--- config.mk ---
export PLATFORM = sky130hd
export DESIGN_NAME = if_id_pipe_reg_flat
export DESIGN_NICKNAME = d
export VERILOG_FILES = /design/src/rtl/if_id_pipe_reg_if.sv /design/src/rtl/if_id_pipe_reg.sv /design/src/flat_wrapper.sv
export SDC_FILE = /design/constraint.sdc
export NUM_CORES = 1
export LEC_CHECK = 0
export CAP_MARGIN = 25
export CORE_UTILIZATION = 30
export CTS_CLUSTER_DIAMETER = 30
export DETAILED_ROUTE_END_ITERATION = 10
export MAX_ROUTING_LAYER = met4
export PLACE_DENSITY = 0.57
export SLEW_MARGIN = 20
export SYNTH_ARGS = -nofsm -noshare
export SYNTH_HDL_FRONTEND = slang
export SYNTH_SLANG_ARGS = --single-unit
--- constraint.sdc ---
create_clock -name clk -period 2 [get_ports clk]
set_input_delay 0.4 -clock clk [delete_from_list [all_inputs] [get_ports clk]]
set_output_delay 0.4 -clock clk [all_outputs]
set_load 0.005 [all_outputs]
--- src/rtl/if_id_pipe_reg_if.sv ---
// IF/ID stage bundle: fetch-side and decode-side handshakes, flush, and monitor outputs.
// master = environment (fetch + decode), slave = the pipeline register.
interface if_id_pipe_reg_if #(
  parameter int unsigned ADDR_W  = 32,
  parameter int unsigned INSTR_W = 32,
  parameter int unsigned CNT_W   = 16
) ();
  logic               flush;
  logic               in_valid;
  logic               in_ready;
  logic [ADDR_W-1:0]  npc;
  logic [INSTR_W-1:0] instr;
  logic               out_valid;
  logic               out_ready;
  logic [ADDR_W-1:0]  npcout;
  logic [INSTR_W-1:0] instrout;
  logic [CNT_W-1:0]   stall_cnt;
  logic [1:0]         occupancy;

  modport master (
    output flush, in_valid, npc, instr, out_ready,
    input  in_ready, out_valid, npcout, instrout, stall_cnt, occupancy
  );

  modport slave (
    input  flush, in_valid, npc, instr, out_ready,
    output in_ready, out_valid, npcout, instrout, stall_cnt, occupancy
  );
endinterface

--- src/rtl/if_id_pipe_reg.sv ---
// IF/ID pipeline register: 2-entry skid buffer carrying {npc, instr} with flush,
// bubble masking and a saturating stall-cycle counter.
module if_id_pipe_reg #(
  parameter int unsigned         ADDR_W    = 32,
  parameter int unsigned         INSTR_W   = 32,
  parameter logic [INSTR_W-1:0]  NOP_INSTR = '0,
  parameter int unsigned         CNT_W     = 16
) (
  input logic              clk,
  input logic              rst_n,
  if_id_pipe_reg_if.slave  bus
);

  typedef enum logic [1:0] {StEmpty, StFull, StSkid} state_e;

  state_e             state_q;
  logic [ADDR_W-1:0]  main_npc_q, skid_npc_q;
  logic [INSTR_W-1:0] main_instr_q, skid_instr_q;
  logic [CNT_W-1:0]   stall_cnt_q;

  logic main_valid, in_ready, in_fire, out_fire;

  // in_ready depends on registered state only, so no out_ready -> in_ready path.
  assign main_valid = (state_q != StEmpty);
  assign in_ready   = (state_q != StSkid);
  assign in_fire    = bus.in_valid & in_ready;
  assign out_fire   = main_valid & bus.out_ready;

  always_ff @(posedge clk or negedge rst_n) begin
    if (!rst_n) begin
      state_q      <= StEmpty;
      main_npc_q   <= '0;
      main_instr_q <= '0;
      skid_npc_q   <= '0;
      skid_instr_q <= '0;
      stall_cnt_q  <= '0;
    end else begin
      if (main_valid && !bus.out_ready && (stall_cnt_q != {CNT_W{1'b1}})) begin
        stall_cnt_q <= stall_cnt_q + CNT_W'(1);
      end
      // Flush wins over every transition; stale payload stays but is masked.
      if (bus.flush) begin
        state_q <= StEmpty;
      end else begin
        unique case (state_q)
          StEmpty: begin
            if (in_fire) begin
              main_npc_q   <= bus.npc;
              main_instr_q <= bus.instr;
              state_q      <= StFull;
            end
          end
          StFull: begin
            if (in_fire && out_fire) begin
              main_npc_q   <= bus.npc;
              main_instr_q <= bus.instr;
            end else if (in_fire) begin
              skid_npc_q   <= bus.npc;
              skid_instr_q <= bus.instr;
              state_q      <= StSkid;
            end else if (out_fire) begin
              state_q <= StEmpty;
            end
          end
          StSkid: begin
            if (out_fire) begin
              main_npc_q   <= skid_npc_q;
              main_instr_q <= skid_instr_q;
              state_q      <= StFull;
            end
          end
          default: state_q <= StEmpty;
        endcase
      end
    end
  end

  assign bus.in_ready  = in_ready;
  assign bus.out_valid = main_valid;
  assign bus.npcout    = main_valid ? main_npc_q : '0;
  assign bus.instrout  = main_valid ? main_instr_q : NOP_INSTR;
  assign bus.stall_cnt = stall_cnt_q;

  always_comb begin
    bus.occupancy = 2'd0;
    unique case (state_q)
      StEmpty: bus.occupancy = 2'd0;
      StFull:  bus.occupancy = 2'd1;
      StSkid:  bus.occupancy = 2'd2;
      default: bus.occupancy = 2'd0;
    endcase
  end

endmodule
--- src/flat_wrapper.sv ---
// flat-port wrapper written by rule: the top's interface ports become plain ports
module if_id_pipe_reg_flat 
#(
  parameter int unsigned         ADDR_W    = 32,
  parameter int unsigned         INSTR_W   = 32,
  parameter logic [INSTR_W-1:0]  NOP_INSTR = '0,
  parameter int unsigned         CNT_W     = 16
)
  (clk, rst_n, bus_flush, bus_in_valid, bus_npc, bus_instr, bus_out_ready, bus_in_ready, bus_out_valid, bus_npcout, bus_instrout, bus_stall_cnt, bus_occupancy);
  if_id_pipe_reg_if #(.ADDR_W(ADDR_W), .INSTR_W(INSTR_W), .CNT_W(CNT_W)) bus_i ();
  input logic clk;
  input logic rst_n;
  input wire logic [$bits(bus_i.flush)-1:0] bus_flush;
  input wire logic [$bits(bus_i.in_valid)-1:0] bus_in_valid;
  input wire logic [$bits(bus_i.npc)-1:0] bus_npc;
  input wire logic [$bits(bus_i.instr)-1:0] bus_instr;
  input wire logic [$bits(bus_i.out_ready)-1:0] bus_out_ready;
  output wire logic [$bits(bus_i.in_ready)-1:0] bus_in_ready;
  output wire logic [$bits(bus_i.out_valid)-1:0] bus_out_valid;
  output wire logic [$bits(bus_i.npcout)-1:0] bus_npcout;
  output wire logic [$bits(bus_i.instrout)-1:0] bus_instrout;
  output wire logic [$bits(bus_i.stall_cnt)-1:0] bus_stall_cnt;
  output wire logic [$bits(bus_i.occupancy)-1:0] bus_occupancy;
  assign bus_i.flush = bus_flush;
  assign bus_i.in_valid = bus_in_valid;
  assign bus_i.npc = bus_npc;
  assign bus_i.instr = bus_instr;
  assign bus_i.out_ready = bus_out_ready;
  assign bus_in_ready = bus_i.in_ready;
  assign bus_out_valid = bus_i.out_valid;
  assign bus_npcout = bus_i.npcout;
  assign bus_instrout = bus_i.instrout;
  assign bus_stall_cnt = bus_i.stall_cnt;
  assign bus_occupancy = bus_i.occupancy;
  if_id_pipe_reg #(.ADDR_W(ADDR_W), .INSTR_W(INSTR_W), .NOP_INSTR(NOP_INSTR), .CNT_W(CNT_W)) u_core (.clk(clk), .rst_n(rst_n), .bus(bus_i));
endmodule
; Yosys cells after proc, flatten, opt, wreduce, memory -nomap -nowiden
; Cells that the tools add are included.
[word_totals]
ff_bits = 146
wordCells = 50
output_inout_bits = 84
input_bits = 69
[op_classes]
bitwise_logic = 4
eq_ne = 11
mux = 18
n_addsub = 1
n_reduce_logical = 10
[ops]
columns = operator, n
row1 = 2-to-1 mux 32 bit, 8
row2 = case mux 32 bit (3 select lines), 2
row3 = adder 16 x 1 -> 16 bit (second input constant), 1
row4 = != test 16 bit (second input constant), 1
row5 = 2-to-1 mux 2 bit, 6
row6 = AND reduction 4 bit, 2
row7 = != test 2 x 1 -> 1 bit (second input constant), 3
row8 = != test 3 x 2 -> 1 bit (second input constant), 2
row9 = case mux 2 bit (3 select lines), 1
row10 = AND reduction 5 bit, 1
row11 = != test 4 x 2 -> 1 bit (second input constant), 1
row12 = case mux 2 bit (2 select lines), 1
row13 = logical AND 1 bit, 3
row14 = != test 3 bit (second input constant), 1
row15 = nonzero test 3 bit, 1
row16 = bitwise AND 1 bit, 2
row17 = == test 2 x 1 -> 1 bit (second input constant), 1
row18 = == test 2 bit (second input constant), 1
row19 = zero test 2 bit, 1
row20 = != test 2 bit (second input constant), 1
row21 = inverter 1 bit, 2
row22 = nonzero test 2 bit, 1
row23 = zero test 1 bit, 1

; Depth between registers and ports, before layout
[logic_depth]
depth_word = 7
depth_mapped = 6
ltp_nobuf = 5

; Worst setup path before layout
; No wires, ideal clock.
[synth_path]
path_type = register -> register
from = reg u_core.stall_cnt_q[0], in the netlist u_core.bus.stall_cnt[0]
to = reg u_core.stall_cnt_q[1], in the netlist u_core.bus.stall_cnt[1]
t_arrival_ns = 1.650
stages_incl_launch_ff = 6
setup_ns = 0.125
path_slack_ns = 0.225
synth_period_minus_slack_ns = 1.775
n_path_buf = 0
required_ns = 1.875
path_cell_list = dfrtp_1 ha_1 and4_1 and4bb_2 nor3_1 mux2_2
[synth_between]
elab_chain_len = 2
elab_cells_between_ends = 3
classes_between = add/sub: 1 / eq/ne: 1 / reduce/logical: 1
[synth_rtl]
columns = item, line_no
row1 = "start, declared", if_id_pipe_reg.sv:19  ; logic [CNT_W-1:0] stall_cnt_q;
row2 = "start signal, assigned", if_id_pipe_reg.sv:39  ; stall_cnt_q <= stall_cnt_q + CNT_W'(1);
row3 = branches (longest 2 deep; another with adder 16 x 1 -> 16 bit), -
; Parallel ways; which one is timed is not known.
; A chain may end at the register's enable or synchronous reset.

; Worst setup path after layout
[layout_path]
from = reg u_core.state_q[0]
to = out bus_npcout[15]
[layout_between]
elab_chain_len = 2
[layout_rtl]
columns = item, line_no
row1 = "start, declared", if_id_pipe_reg.sv:16  ; state_e state_q;
row2 = "start signal, assigned", if_id_pipe_reg.sv:31  ; state_q <= StEmpty;
row3 = "start signal, assigned", if_id_pipe_reg.sv:43  ; state_q <= StEmpty;
row4 = "start signal, assigned", if_id_pipe_reg.sv:50  ; state_q <= StFull;
row5 = nonzero test 2 bit, if_id_pipe_reg.sv:24  ; assign main_valid = (state_q != StEmpty);
row6 = 2-to-1 mux 32 bit, if_id_pipe_reg.sv:80  ; assign bus.npcout = main_valid ? main_npc_q : '0;
row7 = "end, declared", flat_wrapper.sv:20  ; output wire logic [$bits(bus_i.npcout)-1:0] bus_npcout;
; Every way passes these cells.

==> results.tsv <==
metric	value	unit
status	finished with violations	
failing checks	negative setup slack	
P_leak	0.00418	uW
Fillers	2039	
Worst path slowest cell	dfrtp_1	
final wirelength	15900	um
DIE WIDTH	153	um
Setup crit end kind	primary output	
r2r startpoint	u_core.state_q[0]	
final instance area	9440	sq um
FF-to-FF End	u_core.main_instr_q[11]	
footprint of the multi-input gates	3150	sq um
die span in y	153	um
leading area contributor after synthesis	dfrtp_1	
Hold Crit Class	input pin to asynchronous set/reset pin	
first-pass GRT wire length	26000	um
Startpoint Class	register	
Crit path required time	1.60	ns
Syn Inst Count	503	
syn avg cell area	13.6	sq um
TritonCTS clock tree	built	
largest family of logic cells by synthesized area	multiplexers	
boundary pin count	153	
multiplexer area fraction after synthesis	31.9	%
Tot Pwr	8920	uW
Root Buffer Master	clkbuf_16	
FF+latch count, synth	146	
syn_nets	573	
post-DR wirelength/cell	16.4	um
Final min period	2.04	ns
Worst Clk Skew	0.0108	ns
PwrDens	945	nW/um^2
initial antenna violation count	0	
HPWL after DPL	10400	um
Reg2Reg Depth	8	
top_reg_cell synth	dfrtp_1	
1st-iter DRT viols	151	
Ys Warns	0	
Yosys top cell area share	53.4	%
setup ws final	-0.0414	ns
Clk Latency, worst-skew pair	0.42	ns
RSZ-0062 raised after global routing	yes	
CTS Buf Count	17	
Tot GR Track Use	14.6	%
Max transition margin	68.3	%
vias in the first global route	4933	
n_diodes	0	
vias per cell	4.71	
initial core utilization	30.9	%
core area	22100	sq um
Peak Freq	0.490	GHz
Synth area leaders	dfrtp_1 (53%), mux2_2 (23%), mux2_1 (9.1%), and2_1 (6.0%), xnor2_1 (1.3%)	
CP cell instances	nor2_4 -> inv_4 -> buf_12 -> and2_1 -> dlygate4sd2_1	
Nets	743	
CTS H-Tree Depth	4	
largest net degree at the start of global routing	47	
Max Cap Viol	0	
crit path max fanout	32	
Sink Count	146	
clock-pin slew on the worst setup and hold paths	0.06	ns
Area Overhead vs Synth	38.0	%
via count	4554	
fin crit share	102	%
complex-gate fraction of the synthesized area	1.30	%
CP arrival	1.64	ns
total grt overflow	0	
Post-DRT Antenna Nets	0	
register area	3650	sq um
simple-gate area share of the yosys netlist	9.41	%
placed inst area	8880	sq um
final hold slack	0.490	ns
die area	23400	sq um
row count	54	
setup TNS	-0.660	ns
Fin. Hold Viols	0	
IO buf count	152	
CP peak stage delay	0.41	ns
Residual DRC	0	
number of distinct library cells after synthesis	34	
ratio of cells with drive above 1 in the final layout	38.9	%
Worst Setup Path Type	register to primary output	
Reg2Reg Setup Slack	0.04	ns
final RePlAce weighted congestion	0.731	
first-pass iteration count of the detailed router	4	
Post-synth EDFFs	0	
Post-synth ARST share	100	%
synthesized area	6840	sq um
Post-Synth Adder-Cell Area	0.183	%
Slew Limit Fails	0	
post-synthesis sequential area ratio	53.4	%
Max Root-Sink Buffers	2	
Worst-Margin Slew	0.475	ns
final setup vio count	24	
xor-xnor portion of the synthesized cell area	1.67	%
pre-CTS WS	-0.149	ns
Worst VDD drop	0.487	mV
==> layout by cell type, fill, tap and decap left out, types with 5 or more instances in the layout <==
master / n
clkbuf_16: 17
clkdlybuf4s50_1: 83
nor2_1: 5
clkbuf_2: 35
mux2_4: 7
buf_4: 14
nand3_1: 5
buf_12: 11
dfrtp_1: 146
nand4_1: 5
dlygate4sd2_1: 27
and2_4: 18
clkinvlp_4: 5
xnor2_1: 10
mux2_2: 135
and2_1: 48
mux2_1: 51
==> stage by stage <==
step                utilization, %  instances
floorplan                        -        503
global placement              40.2        928
detailed placement            40.2        928
CTS                           43.0        965
global route                  42.7        966
finish                        42.7        966
==> timing repair <==
item,in CTS,in global routing
pin swaps,1,1
hold buffers,1,0
endpoints found under the hold margin,43,0
setup buffers,4,1
resized for setup,110,78
setup endpoints to repair,68,66
==> kinds of logic (layout without fill, tap and decap cells) <==
| logic type | after synthesis | count (layout) |
|---|---|---|
| muxes | 194 | 194 |
| DFF | 146 | 146 |
| and+or+nand+nor | 105 | 105 |
| buffers and inverters | 31 | 214 |
| AOI/OAI and AO/OA | 13 | 13 |
| xor gates and xnor gates | 13 | 13 |
| adders and majority gates | 1 | 1 |
==> power by group <==
group | leakage, uW | internal [uW] | switching (uW)
combinational | 0.00213 | 1120 | 610
clock | 0.000274 | 1900 | 1270
sequential | 0.00178 | 3640 | 375
==> layer usage <==
metal / global-route usage, % / share of wire (%) / vias to the layer above
met1: 17.3 / 45 / 2298
met2: 24.1 / 49 / 116
met3: 3.88 / 4.5 / 15
li1: - / - / 2125
met5: - / 0 / -
met4: 4.86 / 1.3 / 0
==> state kept, by name, indices dropped and copies added, names as in the netlist <==
name,flops
u_core.state_q,2
u_core.main_instr_q,32
u_core.skid_instr_q,32
u_core.bus.stall_cnt,16
u_core.main_npc_q,32
u_core.skid_npc_q,32
==> cells in the mapped netlist, types with 2 or more instances <==
cell type / count
a21oi_1: 2
a31oi_1: 3
and2_1: 66
and3_1: 4
and4_1: 3
buf_2: 17
clkbuf_1: 11
dfrtp_1: 146
mux2_1: 55
mux2_2: 138
nand2_1: 2
nand3_1: 6
nand4_1: 5
nor2_1: 6
nor2b_1: 3
nor3_1: 4
o211ai_1: 4
xnor2_1: 10
xor2_1: 3
==> worst max-delay path by stage <==
| stage | slack, ns | from | to |
|---|---|---|---|
| final | -0.04 | u_core.state_q[0] | bus_npcout[15] |
| after global placement | -0.14 | bus_in_valid | u_core.main_npc_q[9] |
| after CTS | -0.30 | u_core.state_q[1] | bus_instrout[24] |
| after floorplan | 0.23 | u_core.bus.stall_cnt[0] | u_core.bus.stall_cnt[1] |
| after global routing | -0.13 | u_core.state_q[0] | bus_instrout[3] |
| after detailed placement | -0.15 | bus_in_valid | u_core.main_npc_q[6] |
==> critical path: cells and delay by family (launching register included) <==
| family | cells | cell delay (ns) |
|---|---|---|
| buf+inv | 3 | 0.48 |
| flops | 1 | 0.41 |
| simple gates | 2 | 0.33 |
==> cell type report <==
cell class	instances	share of cell area (%)
sequential	146	38.7
multi-input combinational	326	33.4
timing repair buffer	180	17.8
clock buffer	20	4.84
tap	280	3.71
clock inverter	12	1.42
inverter	2	0.133
No activity file was read; power rests on OpenSTA's default activity.
==> RTL change 1 (same settings) <==
`ADDR_W` is set to 32 in 3 places; all go to 16.
--- a/src/rtl/if_id_pipe_reg_if.sv
+++ b/src/rtl/if_id_pipe_reg_if.sv
@@ -1,7 +1,7 @@
 // IF/ID stage bundle: fetch-side and decode-side handshakes, flush, and monitor outputs.
 // master = environment (fetch + decode), slave = the pipeline register.
 interface if_id_pipe_reg_if #(
-  parameter int unsigned ADDR_W  = 32,
+  parameter int unsigned ADDR_W  = 16,
   parameter int unsigned INSTR_W = 32,
   parameter int unsigned CNT_W   = 16
 ) ();
--- a/src/rtl/if_id_pipe_reg.sv
+++ b/src/rtl/if_id_pipe_reg.sv
@@ -1,7 +1,7 @@
 // IF/ID pipeline register: 2-entry skid buffer carrying {npc, instr} with flush,
 // bubble masking and a saturating stall-cycle counter.
 module if_id_pipe_reg #(
-  parameter int unsigned         ADDR_W    = 32,
+  parameter int unsigned         ADDR_W    = 16,
   parameter int unsigned         INSTR_W   = 32,
   parameter logic [INSTR_W-1:0]  NOP_INSTR = '0,
   parameter int unsigned         CNT_W     = 16
--- a/src/flat_wrapper.sv
+++ b/src/flat_wrapper.sv
@@ -1,7 +1,7 @@
 // flat-port wrapper written by rule: the top's interface ports become plain ports
 module if_id_pipe_reg_flat 
 #(
-  parameter int unsigned         ADDR_W    = 32,
+  parameter int unsigned         ADDR_W    = 16,
   parameter int unsigned         INSTR_W   = 32,
   parameter logic [INSTR_W-1:0]  NOP_INSTR = '0,
   parameter int unsigned         CNT_W     = 16
Interface: changed (resized bus_npc and bus_npcout); port bits go from 153 to 121. No check against the original RTL was run, so the function may have changed too.
==> RTL change 1 against the unedited design <==
Cell count shrank 18%; design area decreased by 17%; routed wire length decreased by 20%; count of clock-buffer cells in the layout did not move; worst setup slack gained 0.069 ns; area after synthesis decreased by 19%; power decreased by 13%; sequential cell count shrank 32.
==> RTL change 1: results (changes against the unedited design) <==
{| class="wikitable"
! Metric !! Value
|-
| Number of synthesized register bits || 114 (-22%)
|-
| Total area of multi-input combinational cells || 0.00250 mm² (-21%)
|-
| Detailed Route Iter0 Violations || 77 (-49%)
|-
| Fraction of area in clock buffers and inverters || 0.0790 (+0.0164)
|-
| All-Layer GR Usage || 0.145 (-0.000944)
|-
| # nets final || 602 (-19%)
|-
| Metal-1 WL || 6070 µm (-15%)
|-
| Total half-perimeter wirelength after legalization and detailed placement || 8210 µm (-21%)
|-
| Worst rel slew slack || 0.597 (-0.0865)
|-
| #MultiIn Comb || 261 (-20%)
|-
| Post-synthesis instance area || 0.00552 mm² (-19%)
|-
| Cell types with the largest area share after synthesis || dfrtp_1, mux2_2, nor2b_1, mux2_4, xor2_1
|-
| Most instantiated cells after synthesis || mux2_2, dfrtp_1, nor2b_1
|-
| Leak || 3.42 nW (-18%)
|-
| First-pass GRT wire length || 20000 µm (-23%)
|-
| Share of synthesized area occupied by flip-flops and latches || 0.516 (-0.0180)
|-
| Routed via count || 3615 (-21%)
|-
| Worst slack after detailed placement || -0.161 ns (-0.0113 ns)
|-
| Number of filler instances in the final layout || 1701 (-17%)
|-
| Met1 GRT Util || 0.182 (+0.00921)
|-
| Detailed route wirelength on metal2 || 5830 µm (-25%)
|-
| Via count of the first global-routing pass || 3867 (-22%)
|-
| Met3 routing resource usage after global routing || 0.0434 (+0.00457)
|-
| Nets in the synthesized netlist || 455 (-21%)
|-
| Post-detailed-routing wire length || 12700 µm (-20%)
|-
| Met2 demand-to-capacity share in global routing || 0.222 (-0.0191)
|-
| Proportion of final cell area spent on non-clock buffers || 0.198 (+0.0199)
|-
| Multiplexer share of the synthesized area || 0.311 (-0.00838)
|-
| RePlAce Congestion || 0.785 (+7.4%)
|-
| Area share of xor/xnor cells in the synthesized design || 0.0238 (+0.00713)
|-
| Max rail drop VDD || 665 µV (+36%)
|-
| Proportion of cell area occupied by multi-input gates || 0.320 (-0.0142)
|-
| Met3 wire length || 605 µm (-16%)
|-
| Non-filler cells, final || 789 (-18%)
|-
| Result of the run || completed
|-
| Maximum number of pins on one net before global-route repair || 115 (+140%)
|-
| Cell area after placement || 0.00706 mm² (-20%)
|-
| Dpl cells || 748 (-19%)
|-
| Critical path arrival || 1.57 ns (-0.07 ns)
|-
| Gate Count Post-Synth || 401 (-20%)
|-
| Worst-path maximum fanout || 29 (-9.4%)
|-
| Setup clock skew after layout || 0.00806 ns (-0.00274 ns)
|-
| Ratio of cells with drive above 1 in the final layout || 0.402 (+0.0126)
|}
RTL change 1: cell count changes in the layout (fill, tap and decap cells not counted), sizes merged, moves of 8 or more:
cell,delta
clkdlybuf4s15,+38
mux2,-48
xor2,+8
dlygate4sd2,-15
dfrtp,-32
nor2b,+48
clkdlybuf4s50,-16
clkbuf,-32
and2,-64
RTL change 1: timing repair:
action	4_1_cts	5_1_grt
pin swaps	0	1
resized for setup	65	39
hold buffers	0	0
gates cloned	0	2
endpoints found under the setup margin	52	83
buffers inserted	3	5
RTL change 1: path summary, 6_finish.rpt:
path,from,to,slack [ns]
hold reg to reg,u_core.main_instr_q[24],u_core.main_instr_q[24],0.50
setup reg to reg,u_core.state_q[1],u_core.main_instr_q[30],0.08
setup / recovery,u_core.state_q[0],bus_npcout[5],0.03
hold / removal,rst_n,u_core.skid_npc_q[6],0.09
max in group asynchronous,rst_n,u_core.state_q[1],1.45
min in group clk,u_core.main_instr_q[24],u_core.main_instr_q[24],0.50
RTL change 1: where the power goes:
| group | switching (mW) | internal [mW] |
|---|---|---|
| combinational | 0.477 | 0.974 |
| clock | 1.03 | 2.13 |
| sequential | 0.289 | 2.84 |
| total | 1.80 | 5.94 |
RTL change 1: cell families after synthesis:
| family | after synthesis |
|---|---|
| AO/OA/AOI/OAI | 4 |
| XOR/XNOR | 15 |
| adder cells (fa/ha/maj) | 1 |
| buffers and inverters | 26 |
| flip-flops | 114 |
| multiplexers | 146 |
| AND/OR/NAND/NOR | 95 |
RTL change 1: worst max-delay path, cell delays in order (launching register included):
cell and delay [ns]:
dfrtp_2 0.43, nor2_4 0.18, buf_12 0.21, nor2b_1 0.09
dlygate4sd2_1 0.26
==> RTL change 2 (config.mk and constraints unchanged) <==
Made on the original files. Encoding of `state_e`: now one-hot (3 bits for 3 states).
--- a/src/rtl/if_id_pipe_reg.sv
+++ b/src/rtl/if_id_pipe_reg.sv
@@ -11,7 +11,7 @@
   if_id_pipe_reg_if.slave  bus
 );
 
-  typedef enum logic [1:0] {StEmpty, StFull, StSkid} state_e;
+  typedef enum logic [2:0] {StEmpty = 3'b001, StFull = 3'b010, StSkid = 3'b100} state_e;
 
   state_e             state_q;
   logic [ADDR_W-1:0]  main_npc_q, skid_npc_q;
Behaviour: no difference found for any inputs over 4 cycles, from zero or initial values and one cycle with rst_n low; so few cycles prove little.
==> RTL change 2 against the unedited design <==
The flow still finishes with violations (negative setup slack); die area rose by 1.1%; clock power rose by 1%; area after synthesis rose by 1.1%; routed wire length rose by 23%; count of clock-buffer cells in the layout did not move; cell count rose by 5.5%; power rose by 1.4%; synthesized cell count rose by 1.4%; hold slack got worse by 0.090 ns; sequential cell count rose by 1; critical path depth rose by 1; design area rose by 13%; worst setup slack got worse by 0.18 ns.
==> RTL change 2: results (changes against the unedited design) <==
{| class="wikitable"
! Metric !! Value
|-
| Worst slack after detailed placement || -0.286 ns (-0.137 ns)
|-
| RePlAce Congestion || 0.779 (+6.6%)
|-
| Clk power || 3.21 mW (+1%)
|-
| Proportion of final cell area spent on non-clock buffers || 0.227 (+0.0488)
|-
| Sequential fraction of total cell area || 0.345 (-0.0420)
|-
| # setup viols final || 133 (+450%)
|-
| Switching power summed over all nets || 2.31 mW (+2.6%)
|-
| Cell types with the largest area share after synthesis || dfrtp_1, mux2_2, nor2b_1, xor2_1, buf_2
|-
| Avg Vias per Cell || 4.77 (+1.2%)
|-
| Post-CTS setup-driven buffer insertion count || 9 (+5)
|-
| Detailed Route Iter0 Violations || 136 (-9.9%)
|-
| Post-layout worst setup margin || -0.223 ns (-0.182 ns)
|-
| Met2 demand-to-capacity share in global routing || 0.261 (+0.0199)
|-
| Result of the run || complete, but fails checks
|-
| Nets in the synthesized netlist || 580 (+1.2%)
|-
| Post-detailed-routing wire length || 19500 µm (+23%)
|-
| Multiplexer share of the synthesized area || 0.315 (-0.00486)
|-
| Sequential cell area in the final layout || 0.00368 mm² (+0.72%)
|-
| # nets final || 793 (+6.7%)
|-
| Total area of multi-input combinational cells || 0.00362 mm² (+15%)
|-
| Critical path arrival || 1.82 ns (+0.18 ns)
|-
| Max rail drop VDD || 412 µV (-15%)
|-
| All-Layer GR Usage || 0.160 (+0.0139)
|-
| Met3 wire length || 725 µm (+0.97%)
|-
| Number of synthesized register bits || 147 (+0.68%)
|-
| Distinct cells, synth || 33 (-2.9%)
|-
| Post-cts resize count || 167 (+52%)
|-
| Detailed route wirelength on metal2 || 9560 µm (+23%)
|-
| Non-filler cells, final || 1019 (+5.5%)
|-
| Via count of the first global-routing pass || 5024 (+1.8%)
|-
| Worst-path maximum fanout || 8 (-75%)
|-
| Worst Max-Slew Pin Slew || 0.362 ns (-0.113 ns)
|-
| Leak || 4.96 nW (+19%)
|-
| Metal-1 WL || 9030 µm (+27%)
|-
| Post-synthesis adder-cell area fraction || 0.00181 (-0.0000196)
|-
| Met3 routing resource usage after global routing || 0.0361 (-0.00277)
|-
| Cell area after placement || 0.00901 mm² (+1.5%)
|-
| First-pass GRT wire length || 28200 µm (+8.4%)
|-
| Area share of xor/xnor cells in the synthesized design || 0.0203 (+0.00362)
|-
| Setup TNS || -15.15 ns (-14.49 ns)
|-
| Number of buffers other than clock buffers in the final layout || 223 (+24%)
|-
| Internal power || 6.72 mW (+0.93%)
|-
| Compound-Gate Fraction of Synth Area || 0.00742 (-0.00557)
|-
| Most used flip-flop cell after synthesis || dfrtp_1
|-
| Maximum number of pins on one net before global-route repair || 65 (+38%)
|-
| Setup clock skew after layout || 0.00770 ns (-0.00309 ns)
|-
| Slowest CP cell || dfstp_2
|-
| Violated checks || negative setup slack
|-
| Total half-perimeter wirelength after legalization and detailed placement || 10300 µm (-0.81%)
|-
| Met1 GRT Util || 0.199 (+0.0257)
|-
| Most instantiated cells after synthesis || mux2_2, dfrtp_1, nor2b_1
|-
| Share of synthesized area occupied by flip-flops and latches || 0.533 (-0.00191)
|}
==> RTL change 2: cell types whose count changed after synthesis, sizes merged, moves of 3 or more <==
| cell | delta |
|---|---|
| xor2 | +9 |
| nor2b | +64 |
| xnor2 | -6 |
| o211ai | -4 |
| nand2 | +5 |
| a31oi | -3 |
| nor3b | +3 |
| and2 | -66 |
==> RTL change 2: path summary, 6_finish.rpt <==
check	startpoint	end	slack (ns)	cells after the start
max	u_core.state_q[0]	bus_npcout[10]	-0.22	6
min	rst_n	u_core.bus.stall_cnt[8]	0.40	2
max reg2reg	u_core.state_q[1]	u_core.main_instr_q[3]	-0.12	9
min reg2reg	u_core.main_npc_q[23]	u_core.main_npc_q[23]	0.50	1
max in group asynchronous	rst_n	u_core.main_instr_q[9]	0.95	3
min in group clk	u_core.main_npc_q[23]	u_core.main_npc_q[23]	0.50	1
